**config.mk**
```make
export PLATFORM = sky130hd
export DESIGN_NAME = fm_modulator
export DESIGN_NICKNAME = d
export VERILOG_FILES = /design/src/rtl/fm_modulator.sv
export SDC_FILE = /design/constraint.sdc
export NUM_CORES = 1
export LEC_CHECK = 0
export ABC_AREA = 1
export CELL_PAD_IN_SITES_DETAIL_PLACEMENT = 2
export CELL_PAD_IN_SITES_GLOBAL_PLACEMENT = 2
export CORE_UTILIZATION = 29
export CTS_BUF_LIST = sky130_fd_sc_hd__clkbuf_4 sky130_fd_sc_hd__clkbuf_8
export DETAILED_ROUTE_END_ITERATION = 10
export PLACE_DENSITY = 0.75
export SETUP_SLACK_MARGIN = 0.2
export SYNTH_ARGS = -nofsm -noshare
export SYNTH_HDL_FRONTEND = slang
export SYNTH_SLANG_ARGS = --single-unit
```
**constraint.sdc**
```tcl
create_clock -name clk -period 3.9 [get_ports clk]
set_clock_uncertainty 0.15 [all_clocks]
set_input_delay 0.585 -clock clk [delete_from_list [all_inputs] [get_ports clk]]
set_output_delay 0.585 -clock clk [all_outputs]
set_load 0.005 [all_outputs]
```
**src/rtl/fm_modulator.sv**
```systemverilog
// fm_modulator
//   Direct-digital FM carrier generator. A baseband message is captured once
//   every 2^sample_rate clocks. The held sample is scaled by 2^dev_shift and
//   added to the carrier phase increment. A free-running 32-bit phase
//   accumulator integrates that increment. Its top 8 bits address a
//   quarter-wave sine table to produce the output.
//
// Ports
//   clk           in   1  rising-edge clock
//   rst           in   1  synchronous active-high reset
//   modulating    in  16  signed baseband message
//   ctr_ctrl      in  32  carrier phase increment per clock (unsigned)
//   dev_shift     in   5  deviation scale, values above 16 behave as 16
//   sample_rate   in   5  message capture period is 2^sample_rate clocks
//   modulated     out 16  signed sine output, range [-32767, 32767]
//   phase         out 32  phase accumulator value
//   sample_strobe out  1  one-cycle pulse following each message capture
//
// Latency: a message captured at edge E reaches the frequency word at E+1,
// the phase at E+2 and the output at E+3.

module fm_modulator (
    input  logic        clk,
    input  logic        rst,
    input  logic [15:0] modulating,
    input  logic [31:0] ctr_ctrl,
    input  logic [4:0]  dev_shift,
    input  logic [4:0]  sample_rate,
    output logic [15:0] modulated,
    output logic [31:0] phase,
    output logic        sample_strobe
);

    localparam int DATA_W = 16;  // message and output sample width
    localparam int COEF_W = 32;  // frequency word and phase width

    // Quarter-wave table: round(32767 * sin(2*pi*k/256)), k = 0..64.
    function automatic logic [DATA_W-1:0] quarter_sin(input logic [6:0] idx);
        logic [DATA_W-1:0] v;
        case (idx)
            7'd0:  v = 16'd0;     7'd1:  v = 16'd804;   7'd2:  v = 16'd1608;
            7'd3:  v = 16'd2410;  7'd4:  v = 16'd3212;  7'd5:  v = 16'd4011;
            7'd6:  v = 16'd4808;  7'd7:  v = 16'd5602;  7'd8:  v = 16'd6393;
            7'd9:  v = 16'd7179;  7'd10: v = 16'd7962;  7'd11: v = 16'd8739;
            7'd12: v = 16'd9512;  7'd13: v = 16'd10278; 7'd14: v = 16'd11039;
            7'd15: v = 16'd11793; 7'd16: v = 16'd12539; 7'd17: v = 16'd13279;
            7'd18: v = 16'd14010; 7'd19: v = 16'd14732; 7'd20: v = 16'd15446;
            7'd21: v = 16'd16151; 7'd22: v = 16'd16846; 7'd23: v = 16'd17530;
            7'd24: v = 16'd18204; 7'd25: v = 16'd18868; 7'd26: v = 16'd19519;
            7'd27: v = 16'd20159; 7'd28: v = 16'd20787; 7'd29: v = 16'd21403;
            7'd30: v = 16'd22005; 7'd31: v = 16'd22594; 7'd32: v = 16'd23170;
            7'd33: v = 16'd23731; 7'd34: v = 16'd24279; 7'd35: v = 16'd24811;
            7'd36: v = 16'd25329; 7'd37: v = 16'd25832; 7'd38: v = 16'd26319;
            7'd39: v = 16'd26790; 7'd40: v = 16'd27245; 7'd41: v = 16'd27683;
            7'd42: v = 16'd28105; 7'd43: v = 16'd28510; 7'd44: v = 16'd28898;
            7'd45: v = 16'd29268; 7'd46: v = 16'd29621; 7'd47: v = 16'd29956;
            7'd48: v = 16'd30273; 7'd49: v = 16'd30571; 7'd50: v = 16'd30852;
            7'd51: v = 16'd31113; 7'd52: v = 16'd31356; 7'd53: v = 16'd31580;
            7'd54: v = 16'd31785; 7'd55: v = 16'd31971; 7'd56: v = 16'd32137;
            7'd57: v = 16'd32285; 7'd58: v = 16'd32412; 7'd59: v = 16'd32521;
            7'd60: v = 16'd32609; 7'd61: v = 16'd32678; 7'd62: v = 16'd32728;
            7'd63: v = 16'd32757; 7'd64: v = 16'd32767;
            default: v = 16'd0;
        endcase
        return v;
    endfunction

    // Full-wave sine from the top 8 phase bits. Odd quadrants mirror the
    // table index and the lower half-cycle negates it. The table peaks at
    // 32767, so negation can never overflow.
    function automatic logic signed [DATA_W-1:0] sin_lut(input logic [7:0] ph);
        logic [1:0]        quad;
        logic [5:0]        ofs;
        logic [6:0]        idx;
        logic signed [DATA_W-1:0] mag;
        quad = ph[7:6];
        ofs  = ph[5:0];
        idx  = quad[0] ? (7'd64 - {1'b0, ofs}) : {1'b0, ofs};
        mag  = signed'(quarter_sin(idx));
        return quad[1] ? -mag : mag;
    endfunction

    logic [30:0]              cnt_p0;
    logic [30:0]              term;
    logic                     capture;
    logic                     vld_p0;
    logic signed [DATA_W-1:0] hold_p0;
    logic signed [COEF_W-1:0] hold_ext;
    logic [4:0]               shift_amt;
    logic [COEF_W-1:0]        freq_p1;
    logic [COEF_W-1:0]        phase_p2;
    logic signed [DATA_W-1:0] modulated_p3;

    // Terminal count 2^sample_rate - 1. Computing it in 32 bits and
    // truncating makes sample_rate = 31 give all ones.
    assign term      = 31'((32'd1 << sample_rate) - 32'd1);
    // ">=" rather than "==" so that shrinking sample_rate below the current
    // count forces a capture on the very next edge.
    assign capture   = (cnt_p0 >= term);
    assign shift_amt = (dev_shift > 5'd16) ? 5'd16 : dev_shift;
    assign hold_ext  = COEF_W'(hold_p0);

    always_ff @(posedge clk) begin
        if (rst) begin
            cnt_p0       <= '0;
            vld_p0       <= 1'b0;
            hold_p0      <= '0;
            freq_p1      <= '0;
            phase_p2     <= '0;
            modulated_p3 <= '0;
        end else begin
            // p0: message capture every 2^sample_rate clocks
            cnt_p0 <= capture ? '0 : cnt_p0 + 31'd1;
            vld_p0 <= capture;
            if (capture) begin
                hold_p0 <= signed'(modulating);
            end
            // p1: instantaneous frequency word, wraps modulo 2^32
            freq_p1 <= ctr_ctrl + COEF_W'(hold_ext <<< shift_amt);
            // p2: phase integration, free wrap
            phase_p2 <= phase_p2 + freq_p1;
            // p3: phase-to-amplitude lookup
            modulated_p3 <= sin_lut(phase_p2[31:24]);
        end
    end

    assign modulated     = modulated_p3;
    assign phase         = phase_p2;
    assign sample_strobe = vld_p0;

endmodule
```
Word level (Yosys, flattened, before mapping) --
Memory sizes are Yosys's and may differ from the RTL's. Index checks and enable logic that the tools add are counted.
Storage, ports and cells: word-level logic and storage cells 22, bits of input ports 60, bits in writable memories 0, bits in latches 0, memories kept 1, bits in registers 128, memory bits (read-only) 1920
Cells by class: reduce and logical (&&, ||, !) cells 1, equality and inequality tests 0, add/sub/neg operators 6, shift operators 2, multiply operators 0, divide/modulo/power cells 0, $lt $le $gt $ge 2, multiplexer cells 4, bitwise operators 0
Memory list:
- (name not given) | depth 128, width 15, rd ports 1, clocked after memory_dff 0, wr ports 0, line 40 | case (idx)
Operators by type and width (count):
- 32-bit adder | 2
- 16-bit two-way mux | 2
- 16-bit by 5-bit <<< shifter with 32-bit output | 1
- 31-bit by 1-bit adder with 31-bit output (second input constant) | 1
- 31-bit >= comparator | 1
- 1-bit by 5-bit << shifter with 31-bit output (first input constant) | 1
- 31-bit by 1-bit subtractor with 31-bit output (second input constant) | 1
- 16-bit negation | 1
- 7-bit two-way mux | 1
- 7-bit by 6-bit subtractor with 7-bit output (first input constant) | 1
- 5-bit greater-than comparator (second input constant) | 1
- 5-bit two-way mux | 1
- 2-bit OR reduction | 1

Depth between registers and ports, before layout --
Gate-level depths: netlist of run 1. An unclocked memory read counts as a cell.
word-level depth 6, depth in mapped cells 31, depth with buffers taken out 30

Worst setup path before layout of run 1 --
Ideal clock, no wire load.
path type in2reg, start point in sample_rate[3], end point reg hold_p0[10], setup slack -0.326 ns, arrival time 4.002 ns, stages 30, cells stage by stage buf_2 > nor2_1 > inv_1 > nor2_1 > nand2_1 > ha_1 > nand3_2 > nor2_2 > nand2_1 > nor2_1 > nand2_1 > nor2_2 > nand2_4 > nor2_2 > nand3_1 > xor2_1 > ha_1 > nand2_1 > nor2_1 > nand2_1 > inv_1 > nand4_1 > nor4b_1 > nand2_1 > nand3_1 > nand2_1 > clkinv_1 > clkbuf_1 > nand2_1 > o21ai_0
On the way: word-level cells in the longest chain between the ends 3
RTL lines:
- start, declared | line 28 | input logic [4:0] sample_rate,
- 1-bit by 5-bit << shifter with 31-bit output | line 96 | assign term = 31'((32'd1 << sample_rate) - 32'd1);
- 31-bit by 1-bit subtractor with 31-bit output | line 96
- 31-bit >= comparator | line 99 | assign capture = (cnt_p0 >= term);
- end signal, assigned | line 116 | hold_p0 <= signed'(modulating);
- end, declared | line 87 | logic signed [DATA_W-1:0] hold_p0;
Every way passes these cells. A chain may end at the register's enable or synchronous reset.

Final worst setup path of run 1 --
start point in sample_rate[1], end point reg cnt_p0[23]
On the way: word-level cells in the longest chain between the ends 4
RTL lines:
- 1-bit by 5-bit << shifter with 31-bit output | line 96
- 31-bit by 1-bit subtractor with 31-bit output | line 96
- 31-bit >= comparator | line 99
- 2-bit OR reduction (no line)
- end signal, assigned | line 113 | cnt_p0 <= capture ? '0 : cnt_p0 + 31'd1;
- end, declared | line 83 | logic [30:0] cnt_p0;
Every way passes these cells.

==> flow_summary.yaml, run 1 <==
finish:
  final_core_util_pct: 43.48
  layout.cells.non_filler: 2754
  final_layout_size_suffix_gt1_share_pct: 26.65
  syn2layout_area_growth_pct: 47.67
  num_antenna_cells: 0
  fin_area_um2: 16800
  finish.net_count: 2392
  fillers: 4531
setup_path:
  crit_path_frequent_cell: "sky130_fd_sc_hd__nor2_4"
  path_class: "input pin to flop"
  worst_path_largest_cell_delay_ns: 0.39
  crit_required_ns: 4.20
  cp_data_arrival_time_ns: 4.54
  critical_path.endpoint_type: "flop"
  critical_path.startpoint_type: "input pin"
  critPathSlowestCell: "sky130_fd_sc_hd__ha_1"
  crit_path_max_fanout: 5
global_routing:
  grt_pass1_wl_um: 89530
  track_usage_pct: 29.13
  grt_antenna_before_repair: 0
  grt_pass1_vias: 16150
  pin_count_of_the_biggest_net_entering_global_routing: 40
  grt_ovf: 0
synth:
  ys_seq_elements: 128
  yosys_most_used_dff: "sky130_fd_sc_hd__dfxtp_1"
  syn_area_per_cell_um2: 6.222
  synth_area_leaders: "sky130_fd_sc_hd__dfxtp_1 23%, sky130_fd_sc_hd__nand2_1 15%, sky130_fd_sc_hd__ha_1 12%"
  ys_seq_area_share_pct: 22.52
  fraction_of_synthesis_flops_using_an_asynchronous_set_or_reset_pin_pct: 0
  netlist.area_leader.share_pct: 22.52
  synth_warnings: 0
  netlist-cell-type-count: 58
  post-synth-top-count-cell: "sky130_fd_sc_hd__nand2_1"
  postSynthCellCount: 1829
  synth.largest_area_cell: "sky130_fd_sc_hd__dfxtp_1"
  synth.cell_area_um2: 11380
  synthesized_netlist_net_count: 1998
  synth-edff-count: 0
  synth.cells.most_frequent: "469 x sky130_fd_sc_hd__nand2_1, 206 x sky130_fd_sc_hd__nor2_1, 187 x sky130_fd_sc_hd__inv_1"
die:
  placementRows: 72
  initial_utilization_pct: 29.45
  fp.dieW_um: 200.1
  die-height_um: 200.1
  die-area_um2: 40040
  io_pins: 109
  core_area_um2: 38650
sta:
  worst_slew_margin_rel_pct: 49.64
  achievable_freq_mhz: 235.9
  drv_slew: 0
  share_of_the_cycle_needed_by_the_critical_path_after_routing_pct: 108.7
  final-setup-viol-count: 48
  fin_ws_ns: -0.3382
  measured_slew_at_the_worst_slew_check_pin_ns: 0.7456
  hold-worst-slack_ns: 0.3381
  grt_setup_unrepaired: "true"
  finalHoldViolCount: 0
  finalWorstPathRequiredPeriod_ns: 4.238
drt:
  total_routed_length_um: 62590
  detail_route.iter0.violations: 594
  avgRoutedWirePerCell_um: 22.73
  vias_per_cell: 5.326
  postRouteAntennaNets: 0
  remaining_design_rule_violation_count: 0
  detailedRoute.firstPassIterationCount: 5
  vias: 14670
clock_network:
  cts.hold.buffers_added: 0
  clkSlewWorstSetupHoldPaths_ns: 0.09
  cts_root_buffer: "sky130_fd_sc_hd__clkbuf_8"
  numClockSinks: 128
  tritoncts: "yes"
  later_pin_clock_latency_in_the_skew_report_ns: 0.53
  numCtsBuffers: 17
  cts_buffer_depth: 2
  htree_levels: 4
worst_hold_path:
  min-delay-path-class: "flop to flop"
placed_design:
  placement.io_buffers: 108
  cell_area_placed_um2: 14990
  gp_congestion: 0.9009
  place.detailed.instances: 2672
  place.detailed.hpwl_um: 41990
flow_run:
  max_cap_violation_count: 0
power:
  power.leakage_nw: 7.778
  power_density_of_the_placed_cells_nw_per_um2: 489.4
  peakVddDrop_v: 0.0002492
run_status:
  failed_checks: "negative setup slack"
  outcome: "complete, but fails checks"
-- worst max-delay path, delay by kind of cell --
kind	cells	cell delay (ns)
buffers and inverters	8	1.01
AOI/OAI and AO/OA	5	1.00
adders and majority gates	1	0.39
and+or+nand+nor	13	1.57
-- what timing repair did --
action	in CTS	in global routing
gates resized for setup	155	152
gates cloned	3	3
setup buffers	24	20
setup endpoints to repair	72	77
pin swaps	27	47
hold endpoints to repair	0	0
-- metrics by stage --
stage / setup TNS (ns) / setup slack (ns) / power, mW
floorplan: 0 / 0.02794 / 4.717
global placement: -38.15 / -0.8511 / 6.256
detailed placement: -57.87 / -1.048 / 6.484
CTS: 0 / 0.1857 / 8.068
global route: -16.51 / -0.4594 / 8.850
finish: -10.08 / -0.3382 / 8.224
-- cell families (layout without fill, tap and decap cells) --
kind of cell    count (synthesis)  after routing  share of synthesized area [%]
compound gates                406            406                          20.11
xor+xnor                       31             31                          2.386
fa+ha+maj                     109            109                          12.12
buf+inv                       249            656                          8.829
flops                         128            128                          22.52
mux                             1              1                        0.08796
simple gates                  905            905                          33.95
-- sequential cells by signal (all words and copies together), names as in the netlist --
name           count
modulated         16
sample_strobe      1
cnt_p0            31
hold_p0           16
phase             32
freq_p1           32
-- layout make-up --
cell class                 count  area (µm²)  area share, %
multi-input combinational   1452        8737          51.99
clock inverter                14       227.7          1.355
timing repair inverter         2       13.76        0.08190
sequential                   128        2564          15.26
timing repair buffer         418        3573          21.26
clock buffer                  18       241.5          1.437
tap                          518       648.1          3.857
inverter                     204       799.5          4.758
-- per-layer routing --
layer  vias up  wire length, µm  GRT usage, %
met2       323            33230         54.93
met5         -                0             0
met3       142             1502         2.991
met4         0             2681         12.47
met1      7294            25180         32.99
li1       6909                -             -
-- power by group --
group	internal (mW)	switching (mW)	total [mW]	leakage, nW
combinational	1.79	3.35	5.14	6.49
sequential	1.49	0.118	1.61	1.05
clock	0.779	0.695	1.47	0.232
-- worst paths after layout --
kind,startpoint,end,slack (ns),cells after the start
worst max-delay path,sample_rate[1],cnt_p0[23],-0.34,27
worst min-delay path,cnt_p0[0],cnt_p0[0],0.34,1
worst max register to register,hold_p0[0],freq_p1[27],0.27,17
worst min register to register,cnt_p0[0],cnt_p0[0],0.34,1
-- cell usage in the layout (no fill, tap or decap), types with 8 or more instances in the layout --
cell type / Yosys / routed
sky130_fd_sc_hd__a21oi_1: 161 / 138
sky130_fd_sc_hd__o21ai_1: 7 / 31
sky130_fd_sc_hd__nand2_4: 2 / 8
sky130_fd_sc_hd__xor2_1: 22 / 22
sky130_fd_sc_hd__nor3b_2: 0 / 11
sky130_fd_sc_hd__a21oi_2: 1 / 23
sky130_fd_sc_hd__nand2_1: 469 / 440
sky130_fd_sc_hd__nand2_2: 20 / 43
sky130_fd_sc_hd__ha_4: 0 / 10
sky130_fd_sc_hd__o21ai_0: 144 / 85
sky130_fd_sc_hd__o21a_1: 16 / 16
sky130_fd_sc_hd__ha_1: 107 / 97
sky130_fd_sc_hd__nor2_2: 8 / 16
sky130_fd_sc_hd__o21ai_2: 4 / 35
sky130_fd_sc_hd__xnor2_1: 9 / 9
sky130_fd_sc_hd__nor3_1: 31 / 24
sky130_fd_sc_hd__dfxtp_1: 128 / 127
sky130_fd_sc_hd__buf_4: 3 / 294
sky130_fd_sc_hd__clkdlybuf4s50_1: 0 / 98
sky130_fd_sc_hd__nor2_4: 1 / 17
sky130_fd_sc_hd__nand3_1: 108 / 106
sky130_fd_sc_hd__a221oi_1: 12 / 8
sky130_fd_sc_hd__nor2_1: 206 / 182
sky130_fd_sc_hd__a31oi_1: 13 / 12
sky130_fd_sc_hd__inv_2: 15 / 25
sky130_fd_sc_hd__nand4_1: 23 / 23
sky130_fd_sc_hd__inv_1: 187 / 172
sky130_fd_sc_hd__clkbuf_8: 0 / 17
(Power assumes the default switching activity.)
==> run 2, diff against run 1 <==
HOLD_SLACK_MARGIN = 0.15   (was unset)
==> results of run 2 <==
No change in the layout: final DEF, timing and power equal those of run 1.
